===== src/rtl/trace_pkg.sv =====
// Shared types and helpers for the cache access trace recorder.
//   TRACE_ADDR_W : address / delta width used by the record type
//   trace_rec_t  : one buffered trace record {signed delta, hit}
//   enc_delta()  : modular address difference used for delta encoding
package trace_pkg;

    localparam int unsigned TRACE_ADDR_W = 32;

    typedef struct packed {
        logic signed [TRACE_ADDR_W-1:0] delta;
        logic                           hit;
    } trace_rec_t;

    // Two's complement wrap is intended; the replay side adds the delta back modulo 2^W.
    function automatic logic [TRACE_ADDR_W-1:0] enc_delta(
        input logic [TRACE_ADDR_W-1:0] addr,
        input logic [TRACE_ADDR_W-1:0] prev
    );
        return addr - prev;
    endfunction

endpackage


===== src/rtl/trace_fifo.sv =====
// Synchronous first-word-fall-through FIFO of trace records.
//   clk, rst : clock and synchronous active-high reset (empties the FIFO)
//   push, din: write request and record; ignored when full unless a pop happens too
//   pop      : read request; ignored while empty
//   dout     : head record, forced to zero while empty
//   full, empty, count : occupancy status
module trace_fifo
    import trace_pkg::*;
#(
    parameter int unsigned Depth = 16
) (
    input  logic                   clk,
    input  logic                   rst,
    input  logic                   push,
    input  logic                   pop,
    input  trace_rec_t             din,
    output trace_rec_t             dout,
    output logic                   full,
    output logic                   empty,
    output logic [$clog2(Depth):0] count
);

    localparam int unsigned IdxW = $clog2(Depth);

    logic [IdxW:0] wr_ptr_q, wr_ptr_d;
    logic [IdxW:0] rd_ptr_q, rd_ptr_d;
    trace_rec_t    mem_q [Depth];
    logic          do_push;
    logic          do_pop;

    // Pointers carry one extra wrap bit: equal = empty, only MSB differs = full.
    assign empty = (wr_ptr_q == rd_ptr_q);
    assign full  = (wr_ptr_q[IdxW] != rd_ptr_q[IdxW]) &&
                   (wr_ptr_q[IdxW-1:0] == rd_ptr_q[IdxW-1:0]);
    assign count = wr_ptr_q - rd_ptr_q;

    assign do_pop  = pop & ~empty;
    // A full FIFO still takes a push when the head leaves on the same edge.
    assign do_push = push & (~full | do_pop);

    always_comb begin
        wr_ptr_d = wr_ptr_q;
        rd_ptr_d = rd_ptr_q;
        if (do_push) wr_ptr_d = wr_ptr_q + 1'b1;
        if (do_pop)  rd_ptr_d = rd_ptr_q + 1'b1;
    end

    always_ff @(posedge clk) begin
        if (rst) begin
            wr_ptr_q <= '0;
            rd_ptr_q <= '0;
        end else begin
            wr_ptr_q <= wr_ptr_d;
            rd_ptr_q <= rd_ptr_d;
        end
    end

    // Storage needs no reset: dout is masked while empty.
    always_ff @(posedge clk) begin
        if (do_push) mem_q[wr_ptr_q[IdxW-1:0]] <= din;
    end

    assign dout = empty ? '0 : mem_q[rd_ptr_q[IdxW-1:0]];

endmodule


===== src/rtl/cache_trace_recorder.sv =====
// Records the cache access stream as signed address deltas and streams them out.
//   clk, rst             : clock and synchronous active-high reset
//   rec_en               : capture enable; when low nothing is captured or counted
//   addr, hit, miss      : cache access observed this cycle
//   out_valid/out_ready  : record stream handshake
//   out_delta, out_hit   : head record (delta vs. previous enqueued address, outcome)
//   recorded, dropped    : wrapping counts of enqueued / full-FIFO-lost accesses
//   proto_err            : sticky, hit and miss seen together on a captured access
// ADDR_W must equal trace_pkg::TRACE_ADDR_W since the record type is fixed there.
module cache_trace_recorder
    import trace_pkg::*;
#(
    parameter int unsigned ADDR_W     = TRACE_ADDR_W,
    parameter int unsigned FIFO_DEPTH = 16,
    parameter int unsigned CNT_W      = 32
) (
    input  logic              clk,
    input  logic              rst,
    input  logic              rec_en,
    input  logic [ADDR_W-1:0] addr,
    input  logic              hit,
    input  logic              miss,
    output logic              out_valid,
    input  logic              out_ready,
    output logic [ADDR_W-1:0] out_delta,
    output logic              out_hit,
    output logic [CNT_W-1:0]  recorded,
    output logic [CNT_W-1:0]  dropped,
    output logic              proto_err
);

    localparam int unsigned IdxW = $clog2(FIFO_DEPTH);
    localparam logic [IdxW:0] DepthCnt = (IdxW + 1)'(FIFO_DEPTH);

    logic [ADDR_W-1:0] prev_addr_q, prev_addr_d;
    logic [CNT_W-1:0]  recorded_q, recorded_d;
    logic [CNT_W-1:0]  dropped_q, dropped_d;
    logic              proto_err_q, proto_err_d;

    logic              event_v;
    logic              pop;
    logic              room;
    logic              accept;
    trace_rec_t        rec;
    trace_rec_t        fifo_dout;
    logic              fifo_full;
    logic              fifo_empty;
    logic [IdxW:0]     fifo_count;

    assign event_v = rec_en & (hit | miss);
    assign pop     = ~fifo_empty & out_ready;
    // Space exists below the depth limit, or at the limit when the head pops this edge.
    assign room    = (~fifo_full & (fifo_count < DepthCnt)) | pop;
    assign accept  = event_v & room;

    // A simultaneous hit+miss is logged as a miss.
    assign rec.delta = enc_delta(addr, prev_addr_q);
    assign rec.hit   = hit & ~miss;

    always_comb begin
        prev_addr_d = prev_addr_q;
        recorded_d  = recorded_q;
        dropped_d   = dropped_q;
        proto_err_d = proto_err_q;
        if (accept) begin
            prev_addr_d = addr;
            recorded_d  = recorded_q + CNT_W'(1);
        end else if (event_v) begin
            dropped_d = dropped_q + CNT_W'(1);
        end
        if (event_v & hit & miss) proto_err_d = 1'b1;
    end

    always_ff @(posedge clk) begin
        if (rst) begin
            prev_addr_q <= '0;
            recorded_q  <= '0;
            dropped_q   <= '0;
            proto_err_q <= 1'b0;
        end else begin
            prev_addr_q <= prev_addr_d;
            recorded_q  <= recorded_d;
            dropped_q   <= dropped_d;
            proto_err_q <= proto_err_d;
        end
    end

    trace_fifo #(
        .Depth (FIFO_DEPTH)
    ) u_fifo (
        .clk   (clk),
        .rst   (rst),
        .push  (accept),
        .pop   (pop),
        .din   (rec),
        .dout  (fifo_dout),
        .full  (fifo_full),
        .empty (fifo_empty),
        .count (fifo_count)
    );

    assign out_valid = ~fifo_empty;
    assign out_delta = fifo_dout.delta;
    assign out_hit   = fifo_dout.hit;
    assign recorded  = recorded_q;
    assign dropped   = dropped_q;
    assign proto_err = proto_err_q;

endmodule


===== config.mk =====
export PLATFORM = sky130hd
export DESIGN_NAME = cache_trace_recorder
export DESIGN_NICKNAME = d
export VERILOG_FILES = /design/src/rtl/trace_pkg.sv /design/src/rtl/trace_fifo.sv /design/src/rtl/cache_trace_recorder.sv
export SDC_FILE = /design/constraint.sdc
export NUM_CORES = 1
export LEC_CHECK = 0
export BUFFER_PORTS_ARGS = -buffer_cell sky130_fd_sc_hd__buf_2
export CORE_MARGIN = 4
export CORE_UTILIZATION = 55
export CTS_CLUSTER_SIZE = 16
export DETAILED_ROUTE_END_ITERATION = 8
export GPL_TIMING_DRIVEN = 0
export PLACE_DENSITY = 0.76
export SKIP_LAST_GASP = 1
export SLEW_MARGIN = 40
export SYNTH_ARGS = -nofsm -noshare
export SYNTH_HDL_FRONTEND = slang
export SYNTH_SLANG_ARGS = --single-unit

===== constraint.sdc =====
create_clock -name clk -period 4.75 [get_ports clk]
set_input_delay 0.475 -clock clk [delete_from_list [all_inputs] [get_ports clk]]
set_output_delay 0.475 -clock clk [all_outputs]
set_load 0.02 [all_outputs]

==> impl_metrics.toml, run 1 <==
[status]
status = "complete, no violations"

[die]
die_x_um = 230
die_h_um = 230
die_area_um2 = 52800
core.rowCount = 81
core-area_um2 = 48700
pin_count = 137
start_util_pct = 55.5

[worst_setup_path]
cp_cell_sequence = "clkbuf_1 -> clkbuf_1 -> clkbuf_1 -> mux4_2 -> mux4_2 -> nor2b_1 -> buf_2"
slowest_stage = "clkbuf_1"
crit_top_cell = "clkbuf_1"
path_max_fanout = 10
crit_buf_inv = 4
slowest_delay_ns = 0.71
crit_family = "buffers and inverters"
critPathKind = "reg -> out"
startpoint_type = "flip-flop"
crit_required_ns = 4.28
crit_path_end_kind = "output pin"
cp_data_arrival_time_ns = 3.93

[sta]
period_minus_slack_ns = 4.40
max_freq_mhz = 227
tightest_slew_ns = 0.985
whs_ns = 0.107
hold_violations = 0
final_max_slew_viol_count = 0
finClkSkew_ns = 0.0229
rsz0062_at_grt = "no"
maxSlewHeadroom_pct = 33.7
min_period_over_period_pct = 92.7
setup_viol = 0

[placement]
io_buffers = 136
gp_congestion = 0.864
dpl.hpwl_um = 42900

[routing]
wl_per_cell_um = 25.8
drc = 0
vias = 16545
first_pass_iters = 7
drt_iter0_drc = 1817
antenna_left = 0
viasPerCell = 6.29
wl_um = 67800

[worst_hold_path]
hp-class = "in -> reg"

[synth]
async_flop_share_pct = 0
synth_edf_count = 528
yosys.area.top_type = "edfxtp_1"
syn_nets = 1775
netlist_instances = 1694
synth_cell_types = 67
synth-seq-cells = 639
ys.flop_type = "edfxtp_1"
synth_area_leaders = "edfxtp_1, mux4_2, dfxtp_1, ha_1, a21oi_1"
syn_area_um2 = 27100
synth_area_per_cell_um2 = 16.0
ys_warn_count = 0
synth_top_area_share_pct = 58.6
synth_seq_area_share_pct = 66.8

[global_routing]
gr-usage-all-layers_pct = 25.7
grt_pass1_vias = 16695
grt_antenna_before_repair = 8
grt_overflow = 0
grt_pass1_wl_um = 103000
grt_start_max_net_pins = 28

[power]
powerDensity_nw_per_um2 = 498
power.total_w = 0.0156
p_leak_nw = 10.2
vdd_ir_drop_max_mv = 0.305

[clocking]
root_buffer = "clkbuf_16"
ctsResizeCount = 0
clkSinkCount = 639
ctsHtreeMaxLevel = 2
cts.hold.buffers_added = 0
clock_insertion_delay_worst_skew_ns = 0.63
cts_max_path_buffers = 3
clkSlewWorstSetupHoldPaths_ns = 0.06
numCtsBuffers = 60
tritoncts = "built"
postCtsSetupBuffers = 0

[cells_and_area]
drive_gt1_share_pct = 25.9
area_growth_pct = 15.6
fillers = 3326
multi_input_area_um2 = 8780
seqCellArea_um2 = 18100
finish.net_count = 1998

[job]
max_cap_viol_count = 0
-- cells by family after synthesis --
family | share of synthesized area (%)
adders and majority gates | 2.02
buffers and inverters | 2.15
and+or+nand+nor | 7.35
DFF | 66.8
muxes | 14.0
AOI/OAI and AO/OA | 5.79
xor gates and xnor gates | 1.85
-- power by group --
part	switching (W)	internal, W
registers	0.0000913	0.00678
clock network	0.00212	0.00256
logic	0.00250	0.00153
total	0.00470	0.0109
-- metal layers --
layer	track usage (%)	vias to the layer above	wire, um
li1	-	7129	-
met1	34.5	8424	25600
met2	42.9	836	33700
met3	6.23	144	6650
met4	6.64	12	1730
met5	0	-	75
-- cells in the final DEF (no fill, tap or decap), types with 7 or more instances in the layout --
| master | instances |
|---|---|
| edfxtp_1 | 528 |
| inv_1 | 61 |
| nand3_1 | 26 |
| a211oi_1 | 14 |
| xor2_2 | 7 |
| nor2_1 | 60 |
| and4_1 | 7 |
| xor2_1 | 7 |
| o31ai_1 | 14 |
| nand4_1 | 24 |
| nor2b_1 | 44 |
| xnor2_1 | 26 |
| clkinv_2 | 7 |
| a21oi_1 | 98 |
| buf_2 | 149 |
| xnor2_2 | 10 |
| clkinv_1 | 8 |
| or4_1 | 13 |
| clkbuf_16 | 60 |
| and3_1 | 15 |
| nor4_1 | 7 |
| and3_4 | 13 |
| nor3_1 | 12 |
| buf_12 | 14 |
| o21ai_0 | 45 |
| a21o_1 | 8 |
| clkbuf_1 | 70 |
| o21a_1 | 8 |
| or3_1 | 24 |
| clkbuf_2 | 12 |
| nand2_1 | 119 |
| ha_1 | 42 |
| dfxtp_1 | 111 |
| mux4_2 | 165 |
-- Yosys cell counts (15+ instances only) --
| master | instances |
|---|---|
| ha_1 | 42 |
| and3_1 | 28 |
| clkbuf_1 | 68 |
| edfxtp_1 | 528 |
| xor2_1 | 15 |
| o21ai_0 | 45 |
| nand3_1 | 26 |
| a21oi_1 | 99 |
| nand2_1 | 119 |
| a211oi_1 | 16 |
| or3_1 | 24 |
| dfxtp_1 | 111 |
| mux4_2 | 165 |
| xnor2_1 | 42 |
| nor2_1 | 62 |
| inv_1 | 61 |
| nor2b_1 | 46 |
| nand4_1 | 24 |
-- worst register-to-register path, stage by stage, from the launching register on --
cell and delay (ns):
dfxtp_1 0.31, ha_1 0.20, fa_1 0.43, nor2b_1 0.19
o211ai_1 0.13, a21boi_0 0.79, a211oi_2 0.39, o21ai_0 0.39
xor2_2 0.66
-- final timing paths --
kind                        start                  end  slack, ns  depth (start not counted)
hold reg to reg   prev_addr_q[30]      prev_addr_q[30]       0.45                          2
hold / removal           addr[13]      prev_addr_q[13]       0.11                          3
setup / recovery        flip-flop        out_delta[30]       0.35                          7
setup reg to reg   prev_addr_q[0]  u_fifo.mem_q[4][17]       0.94                          8
-- layout make-up --
type | count | share of cell area (%)
Clock buffer | 74 | 4.97
Multi-Input combinational cell | 910 | 28.1
Timing Repair Buffer | 161 | 3.43
Antenna cell | 2 | 0.0160
Sequential cell | 639 | 57.8
Clock inverter | 36 | 1.08
Buffer | 84 | 1.21
Inverter | 61 | 0.732
Tap cell | 664 | 2.66
-- state kept, by name (all words and copies together), names as in the netlist, named ones only --
name,cells
recorded,32
u_fifo.wr_ptr_q,5
dropped,32
prev_addr_q,32
u_fifo.mem_q,528
u_fifo.rd_ptr_q,5
proto_err,1
-- through the flow --
stage / area [um^2] / std cells / setup WS [ns] / util (%) / setup TNS [ns]
6_report: 31300 / 2631 / 0.347 / 64.1 / 0
3_3_place_gp: 28600 / 2494 / -2.43 / 58.6 / -131.85
4_1_cts: 31200 / 2629 / 0.251 / 64.0 / 0
2_1_floorplan: 27100 / 1694 / 0.255 / - / 0
3_5_place_dp: 29300 / 2519 / 0.793 / 60.1 / 0
5_1_grt: 31300 / 2631 / 0.171 / 64.1 / 0
(Power assumes the default switching activity.)
==> run 2: changes to the inputs <==
- CORE_MARGIN: 4 -> 2
==> run 2 against run 1 <==
Critical path depth unchanged. Die area down 3.5%. Clock skew up 0.0091 ns. Non-clock buffer count unchanged. Global-route usage up 2.0 points. Worst hold slack about the same. Register-to-register slack worse by 0.03 ns. Count of clock-buffer cells in the layout down 2. Via count up 0.49%. Cell count up 0.27%. Critical path type unchanged.
==> impl_metrics.toml, run 2 (synthesis gave the netlist of run 1 again) <==
[worst_setup_path]
rrSetupSlack_ns = 0.91
r2r_start = "u_fifo.rd_ptr_q[1]"
crit_required_ns = 4.28
cp_data_arrival_time_ns = 4.01
startpoint_type = "flip-flop"
critPathKind = "reg -> out"
r2r_end = "u_fifo.mem_q[4][25]"
ff2ff_path_depth = 10
path_max_fanout = 10
crit_path_end_kind = "output pin"

[power]
powerDensity_nw_per_um2 = 505
vdd_ir_drop_max_mv = 0.296
p_leak_nw = 10.3

[routing]
wl_per_cell_um = 26.3
antenna_left = 0
drc = 0
drt_iter0_drc = 1646
first_pass_iters = 5
vias = 16626
wl_um = 69300
viasPerCell = 6.30

[sta]
period_minus_slack_ns = 4.48
finClkSkew_ns = 0.0320
final_max_slew_viol_count = 0
max_freq_mhz = 223
tightest_slew_ns = 0.898
maxSlewHeadroom_pct = 40.1
min_period_over_period_pct = 94.4
tns_ns = 0
hold_violations = 0
rsz0062_at_grt = "no"
setup_viol = 0

[cells_and_area]
layout_common_cells = "edfxtp_1, mux4_2, buf_2"
finish.net_count = 1999
drive_gt1_share_pct = 26.1
fillers = 3335
post-route-util_pct = 64.4
final_common_cell = "edfxtp_1"
area_growth_pct = 16.1
largest_register_ffs = 528

[die]
die_h_um = 226
core.rowCount = 81
die_x_um = 226
core-area_um2 = 48700
die_area_um2 = 51000
start_util_pct = 55.5
pin_count = 137

[global_routing]
grt_overflow = 0
grt_pass1_vias = 16708
grt_start_max_net_pins = 27
gr-usage-all-layers_pct = 27.7
grt_antenna_before_repair = 7
grt_pass1_wl_um = 103000

[worst_hold_path]
hold_depth = 3
min_to = "prev_addr_q[2]"
hp-class = "in -> reg"
worstHoldStart = "addr[2]"

[clocking]
ctsResizeCount = 0
ctsHtreeMaxLevel = 2
clock_insertion_delay_worst_skew_ns = 0.64
numCtsBuffers = 61
root_buffer = "clkbuf_16"
cts.hold.buffers_added = 0
clkSlewWorstSetupHoldPaths_ns = 0.06
clkSinkCount = 639
cts_max_path_buffers = 3
tritoncts = "built"
postCtsSetupBuffers = 0

[status]
status = "complete, no violations"

[placement]
dpl.hpwl_um = 43400
io_buffers = 136
gp_congestion = 0.834

[job]
max_cap_viol_count = 0
run 2: changes by cell type in the layout (fill, tap and decap cells not counted), moves of 3 or more:
| cell | before | now |
|---|---|---|
| clkinv_1 | 8 | 15 |
| clkbuf_1 | 70 | 65 |
| clkinv_2 | 7 | 12 |
| bufinv_16 | 4 | 8 |
| clkinvlp_4 | 6 | 2 |
| clkbuf_16 | 60 | 63 |
| inv_6 | 5 | 2 |
| xnor2_2 | 10 | 13 |
| xnor2_4 | 6 | 3 |
run 2: worst max-delay path, cell delays in order, from the launching register on:
cell	delay, ns
dfxtp_1	0.41
clkbuf_1	0.36
clkbuf_1	0.54
clkbuf_1	0.74
mux4_2	0.43
mux4_2	0.47
nor2b_1	0.20
buf_2	0.22
run 2: layout make-up:
class	count	area, um^2	area share (%)
inverter	61	229	0.729
multi-input combinational	910	8780	28.0
tap	664	831	2.65
buffer	84	378	1.20
clock buffer	72	1610	5.13
clock inverter	44	422	1.34
sequential	639	18100	57.6
timing repair buffer	161	1070	3.39
antenna	3	7.51	0.0239
run 2: stage by stage:
step	total power, W	hold slack, ns	setup slack (ns)	cells	instance area (um^2)
after floorplan	0.00957	0.434	0.255	1694	27100
after global placement	0.0107	0.442	-2.56	2494	28600
after detailed placement	0.0109	0.447	0.826	2519	29300
after CTS	0.0159	0.0863	0.305	2635	31300
after global routing	0.0164	0.0973	0.225	2637	31400
final	0.0159	0.107	0.267	2638	31400
run 2: worst max-delay path by stage:
stage / startpoint / end / slack (ns) / depth (start not counted)
after floorplan: u_fifo.rd_ptr_q[1] / u_fifo.mem_q[3][0] / 0.25 / 7
after global placement: u_fifo.rd_ptr_q[1] / u_fifo.mem_q[3][19] / -2.56 / 7
after detailed placement: addr[0] / u_fifo.mem_q[0][19] / 0.83 / 10
after CTS: flip-flop / out_delta[30] / 0.31 / 7
after global routing: flip-flop / out_hit / 0.23 / 7
final: flip-flop / out_delta[30] / 0.27 / 7
run 2: routing by layer:
metal / vias up / wire (um) / track usage, % / part of all wire [%]
li1: 7128 / - / - / -
met1: 8458 / 25900 / 36.0 / 37
met2: 872 / 34900 / 47.7 / 50
met3: 160 / 6210 / 4.92 / 9.0
met4: 8 / 2180 / 8.67 / 3.1
met5: - / 48 / 0 / 0.069
run 2: where the power goes:
part	internal, W	switching (W)
combinational	0.00153	0.00252
sequential	0.00678	0.0000877
clock	0.00285	0.00209
total	0.0112	0.00470
